[src/rtl/sonar_pkg.sv]
// sonar_pkg: state codes and shared constants for the sonar sweep sequencer.
package sonar_pkg;
  localparam int DIST_W_PADRAO = 12;
  localparam logic [DIST_W_PADRAO-1:0] DIST_SATURADA = '1;
  typedef enum logic [3:0] {
    IDLE          = 4'd0,
    POSICIONA     = 4'd1,
    MEDE          = 4'd2,
    ESPERA_MEDIDA = 4'd3,
    TRANSMITE     = 4'd4,
    ESPERA_TX     = 4'd5,
    AVANCA        = 4'd6
  } estado_t;
endpackage

[src/rtl/sonar_varredura_contador.sv]
// contador_m: synchronous up-counter with clear, saturating at all ones, flagging a runtime limit.
module contador_m #(
  parameter int W = 8
) (
  input  logic         clk,
  input  logic         rst,
  input  logic         clr_i,
  input  logic         en_i,
  input  logic [W-1:0] limite_i,
  output logic         fim_o
);
  logic [W-1:0] cnt_q, cnt_d;
  assign cnt_d = clr_i ? '0 : (en_i && cnt_q != '1) ? cnt_q + W'(1) : cnt_q;
  always_ff @(posedge clk) cnt_q <= rst ? '0 : cnt_d;
  assign fim_o = cnt_q == limite_i;
endmodule

[src/rtl/sonar_varredura.sv]
// sonar_varredura: servo sweep / trena measure / serial TX sequencer.
// Define SONAR_PINGPONG_EN for a back-and-forth sweep instead of the sawtooth.
module sonar_varredura
  import sonar_pkg::*;
#(
  parameter int N_POS          = 8,
  parameter int POS_W          = $clog2(N_POS),
  parameter int DIST_W         = DIST_W_PADRAO,
  parameter int SETTLE_CYCLES  = 10_000_000,
  parameter int TIMEOUT_CYCLES = 2_500_000
) (
  input  logic              clock,
  input  logic              reset,
  input  logic              ligar,
  input  logic              medida_pronto,
  input  logic [DIST_W-1:0] medida,
  input  logic              tx_pronto,
  output logic [POS_W-1:0]  posicao,
  output logic              mensurar,
  output logic              tx_partida,
  output logic [POS_W-1:0]  tx_angulo,
  output logic [DIST_W-1:0] tx_distancia,
  output logic              timeout_err,
  output logic              fim_varredura,
  output logic [3:0]        db_estado
);
  localparam int MAX_C = SETTLE_CYCLES > TIMEOUT_CYCLES ? SETTLE_CYCLES : TIMEOUT_CYCLES;
  localparam int CNT_W = MAX_C > 1 ? $clog2(MAX_C) : 1;
  estado_t state_q, state_d;
  logic [POS_W-1:0] posicao_q, posicao_d, tx_angulo_q, tx_angulo_d, prox;
  logic [DIST_W-1:0] tx_dist_q, tx_dist_d;
  logic mens_q, mens_d, part_q, part_d, terr_q, terr_d, fim_q, fim_d;
  logic cnt_fim, extremo;
  // one counter serves both the settle wait and the echo timeout
  contador_m #(.W(CNT_W)) u_contador (
    .clk      (clock),
    .rst      (reset),
    .clr_i    (state_q inside {IDLE, MEDE, AVANCA}),
    .en_i     (state_q inside {POSICIONA, ESPERA_MEDIDA}),
    .limite_i (state_q == POSICIONA ? CNT_W'(SETTLE_CYCLES - 1) : CNT_W'(TIMEOUT_CYCLES - 1)),
    .fim_o    (cnt_fim)
  );
`ifdef SONAR_PINGPONG_EN
  logic sobe_q, sobe_d;
  assign prox = sobe_q ? posicao_q + POS_W'(1) : posicao_q - POS_W'(1);
  assign extremo = prox == POS_W'(N_POS - 1) || prox == '0;
  assign sobe_d = (state_q == AVANCA && extremo) ? ~sobe_q : sobe_q;
  always_ff @(posedge clock) sobe_q <= reset ? 1'b1 : sobe_d;
`else
  assign extremo = posicao_q == POS_W'(N_POS - 1);
  assign prox = extremo ? '0 : posicao_q + POS_W'(1);
`endif
  always_comb begin
    state_d = state_q;
    posicao_d = posicao_q;
    tx_angulo_d = tx_angulo_q;
    tx_dist_d = tx_dist_q;
    mens_d = 1'b0;
    part_d = 1'b0;
    terr_d = 1'b0;
    fim_d = 1'b0;
    case (state_q)
      IDLE: state_d = ligar ? POSICIONA : IDLE;
      POSICIONA: state_d = cnt_fim ? MEDE : POSICIONA;
      MEDE: begin
        mens_d = 1'b1;
        state_d = ESPERA_MEDIDA;
      end
      ESPERA_MEDIDA: begin
        // an answer on the last timeout cycle still counts as a valid echo
        if (medida_pronto || cnt_fim) begin
          tx_angulo_d = posicao_q;
          tx_dist_d = medida_pronto ? medida : '1;
          terr_d = !medida_pronto;
          state_d = TRANSMITE;
        end
      end
      TRANSMITE: begin
        part_d = 1'b1;
        state_d = ESPERA_TX;
      end
      ESPERA_TX: state_d = tx_pronto ? AVANCA : ESPERA_TX;
      AVANCA: begin
        posicao_d = prox;
        fim_d = extremo;
        state_d = ligar ? POSICIONA : IDLE;
      end
      default: state_d = IDLE;
    endcase
  end
  always_ff @(posedge clock) begin
    if (reset) begin
      state_q <= IDLE;
      posicao_q <= '0;
      tx_angulo_q <= '0;
      tx_dist_q <= '0;
      mens_q <= 1'b0;
      part_q <= 1'b0;
      terr_q <= 1'b0;
      fim_q <= 1'b0;
    end else begin
      state_q <= state_d;
      posicao_q <= posicao_d;
      tx_angulo_q <= tx_angulo_d;
      tx_dist_q <= tx_dist_d;
      mens_q <= mens_d;
      part_q <= part_d;
      terr_q <= terr_d;
      fim_q <= fim_d;
    end
  end
  assign posicao = posicao_q;
  assign mensurar = mens_q;
  assign tx_partida = part_q;
  assign tx_angulo = tx_angulo_q;
  assign tx_distancia = tx_dist_q;
  assign timeout_err = terr_q;
  assign fim_varredura = fim_q;
  assign db_estado = state_q;
endmodule

[config.mk]
export PLATFORM = sky130hd
export DESIGN_NAME = sonar_varredura
export DESIGN_NICKNAME = d
export VERILOG_FILES = /design/src/rtl/sonar_pkg.sv /design/src/rtl/sonar_varredura_contador.sv /design/src/rtl/sonar_varredura.sv
export SDC_FILE = /design/constraint.sdc
export NUM_CORES = 1
export LEC_CHECK = 0
export CAP_MARGIN = 20
export CORE_MARGIN = 2
export CORE_UTILIZATION = 48
export DETAILED_ROUTE_END_ITERATION = 6
export GPL_TIMING_DRIVEN = 0
export PLACE_DENSITY_LB_ADDON = 0.25
export SETUP_SLACK_MARGIN = 0.5
export SYNTH_ARGS = -nofsm -noshare
export SYNTH_HDL_FRONTEND = slang
export SYNTH_HIERARCHICAL = 1
export SYNTH_SLANG_ARGS = --single-unit
export TNS_END_PERCENT = 50
[constraint.sdc]
create_clock -name clock -period 3.65 [get_ports clock]
set_clock_uncertainty 0.2 [all_clocks]
set_input_delay 0.365 -clock clock [delete_from_list [all_inputs] [get_ports clock]]
set_output_delay 0.365 -clock clock [all_outputs]
set_load 0.01 [all_outputs]
==> results.json <==
{
  "power_w": 0.00105,
  "drive_above_1_share": 0.102,
  "cp.arrival_ns": 2.93,
  "yosysWarnings": 6,
  "ioPinCount": 43,
  "setup_viol": 0,
  "cp-end-kind": "register",
  "multi_input_area_sq_mm": 0.00157,
  "combPwrFrac": 0.116,
  "numCtsBuffers": 5,
  "final_area_sq_mm": 0.00332,
  "placed_area_sq_mm": 0.00317,
  "hold_slack_ns": 0.278,
  "grt_pass1_vias": 2174,
  "globalRoute.totalOverflow": 0,
  "slew-limit-headroom": 0.616,
  "io_buffers": 41,
  "core_sq_mm": 0.00520,
  "synth_top_area_cell": "dfxtp_1",
  "p_clk_frac": 0.371,
  "cts-htree-levels": 2,
  "seq_area_frac_synth": 0.374,
  "finalNetCount": 380,
  "crit_start": "db_estado[0]",
  "path_max_fanout": 10,
  "status": "complete, no violations",
  "vias": 2310,
  "synth_ff_type": "dfxtp_1",
  "yosysUniqueCellTypes": 48,
  "drtIter0Drc": 105,
  "regArea_sq_um": 981,
  "tightest_slew_ns": 0.572,
  "crit_path_end": "tx_distancia[6]",
  "fillers": 462,
  "place_congestion": 0.839,
  "rr_worst_depth": 13,
  "fmax_ghz": 0.345,
  "wl_per_cell_um": 14.3,
  "avgSynthCellArea_sq_um": 8.73,
  "final_cell_mix": "dfxtp_1, clkdlybuf4s50_1, nor2_1",
  "dieArea_sq_mm": 0.00608,
  "insertion_delay_ns": 0.30,
  "required_ns": 3.68,
  "cellPowerDensity_mw_per_mm2": 316,
  "grt_pass1_wl_mm": 10.4,
  "final.setup.tns_ns": 0,
  "hold_class": "reg -> reg",
  "antenna_found_initial": 0,
  "pwr-share-seq": 0.513,
  "remaining_drc_errors": 0,
  "p_int_w": 0.000796,
  "worst_setup_path_start_kind": "register",
  "fp-row-count": 26,
  "dr.pass1.iters": 4,
  "p_leak_nw": 1.21,
  "grt_start_max_net_pins": 16,
  "synth_cells": 301,
  "finalCritPeriodShare": 0.795,
  "cts_max_path_buffers": 2,
  "synthTopCellsByArea": "dfxtp_1, xnor2_1, xor2_1",
  "chipHeight_um": 78.0,
  "rrSetupSlack_ns": 0.75,
  "dieWidth_um": 78.0,
  "slew_viol_final": 0,
  "via_per_inst": 5.36,
  "ys_seq_elements": 49,
  "clkTransAtPathRegs_ns": 0.09,
  "netlist_area_sq_mm": 0.00263,
  "worst_slack_ns": 0.748,
  "synth_edf_count": 0,
  "dp_worst_setup_slack_ns": 0.173,
  "area_delta_synth_final_pct": 26.4,
  "hpwlAfterDp_mm": 4.48,
  "hold_violations": 0,
  "synthArstFlopShare": 0,
  "p_switching_w": 0.000255,
  "cts-root-buf": "clkbuf_8",
  "tritoncts": "done",
  "rsz0062_at_grt": "false",
  "final_common_cell": "dfxtp_1",
  "netlist.area_leader.share": 0.374,
  "cts.sinks": 49,
  "r2r-end": "tx_distancia[6]",
  "drt_wl_total_mm": 6.15,
  "switching_share": 0.242,
  "antenna_cells": 0,
  "ir_drop_mv": 0.177,
  "path_class": "reg -> reg",
  "ctsHoldBuffers": 0,
  "rr_startpoint": "db_estado[0]",
  "maxCapViolations": 0,
  "ant_nets": 0,
  "period_needed_ns": 2.90,
  "initial_core_util": 0.505,
  "grt_use_total": 0.210
}
==> power groups by stage <==
stage	Combinational, W	Sequential, W	Clock, W
CTS	0.000115	0.000539	0.000397
global route	0.000134	0.000539	0.000420
global placement	0.000109	0.000551	0
detailed placement	0.000111	0.000551	0
finish	0.000122	0.000539	0.000390
floorplan	0.0000716	0.000552	0
==> cell families after synthesis <==
family | count (synthesis) | share of synthesized area
multiplexers | 4 | 0.0157
AO/OA/AOI/OAI | 44 | 0.0972
flip-flops | 49 | 0.374
other | 2 | 0.00286
XOR/XNOR | 40 | 0.133
adder cells (fa/ha/maj) | 3 | 0.0143
AND/OR/NAND/NOR | 134 | 0.310
buffers and inverters | 25 | 0.0529
==> flip-flops by register name (all words and copies together) (netlist names) <==
name,count
db_estado,3
fim_varredura,1
mensurar,1
posicao,3
timeout_err,1
tx_angulo,3
tx_distancia,12
tx_partida,1
u_contador/cnt_q,24
==> routing by layer <==
layer | vias to the layer above | global-route usage | wire [um]
li1 | 1168 | - | -
met2 | 52 | 0.355 | 2960
met5 | - | 0 | 0
met1 | 1083 | 0.281 | 2930
met4 | 0 | 0.0474 | 63
met3 | 7 | 0.0360 | 199
==> what timing repair did <==
action                     4_1_cts  5_1_grt
gates cloned                     0        0
buffers inserted                 1        1
setup endpoints to repair       19       16
gates resized for setup          0        6
pin swaps                        1        3
==> critical path: stages (launching register included) <==
cell,delay [ns]
dfxtp_1,0.37
clkbuf_4,0.20
inv_1,0.09
nor3_4,0.23
inv_2,0.13
xor2_1,0.17
nor4_2,0.30
nand4_1,0.17
nor3_2,0.22
or2_1,0.11
buf_2,0.19
buf_4,0.20
a21oi_1,0.08
nor3_1,0.17
==> per-stage QoR <==
stage / cells / util
floorplan: 310 / -
global placement: 421 / 0.609
detailed placement: 421 / 0.609
CTS: 430 / 0.632
global route: 431 / 0.638
finish: 431 / 0.638
==> worst min-delay path by stage <==
stage / from / to / slack, ns / cells after the start
2_1_floorplan: medida_pronto / timeout_err / 0.24 / 1
3_3_place_gp: tx_angulo[2] / tx_angulo[2] / 0.27 / 2
3_5_place_dp: tx_angulo[2] / tx_angulo[2] / 0.27 / 2
4_1_cts: tx_angulo[2] / tx_angulo[2] / 0.28 / 2
5_1_grt: tx_angulo[2] / tx_angulo[2] / 0.31 / 2
6_report: tx_angulo[2] / tx_angulo[2] / 0.28 / 2
==> cells in the mapped netlist, types with 2 or more instances <==
master and count:
a211oi_1 3, a21o_1 2, a21oi_1 23, and2_1 3
and4_1 5, buf_2 6, buf_4 3, buf_6 2
clkbuf_1 7, conb_1 2, dfxtp_1 49, ha_1 3
inv_1 6, mux2i_1 3, nand2_1 14, nand2b_1 3
nand3_1 8, nand4_1 9, nand4_2 2, nand4b_1 4
nor2_1 35, nor2b_1 3, nor3_1 20, nor4_1 8
nor4_4 4, o211ai_1 2, o21ai_0 7, o21ai_1 3
or3_1 5, xnor2_1 21, xor2_1 19
==> area by class of cell <==
type,count,share of cell area
clock buffer,6,0.0219
sequential,49,0.296
clock inverter,2,0.0117
multi-input combinational,236,0.473
tap,70,0.0264
inverter,6,0.00678
timing repair buffer,43,0.129
buffer,19,0.0358
Note: power is estimated with default switching activity, not from simulation.
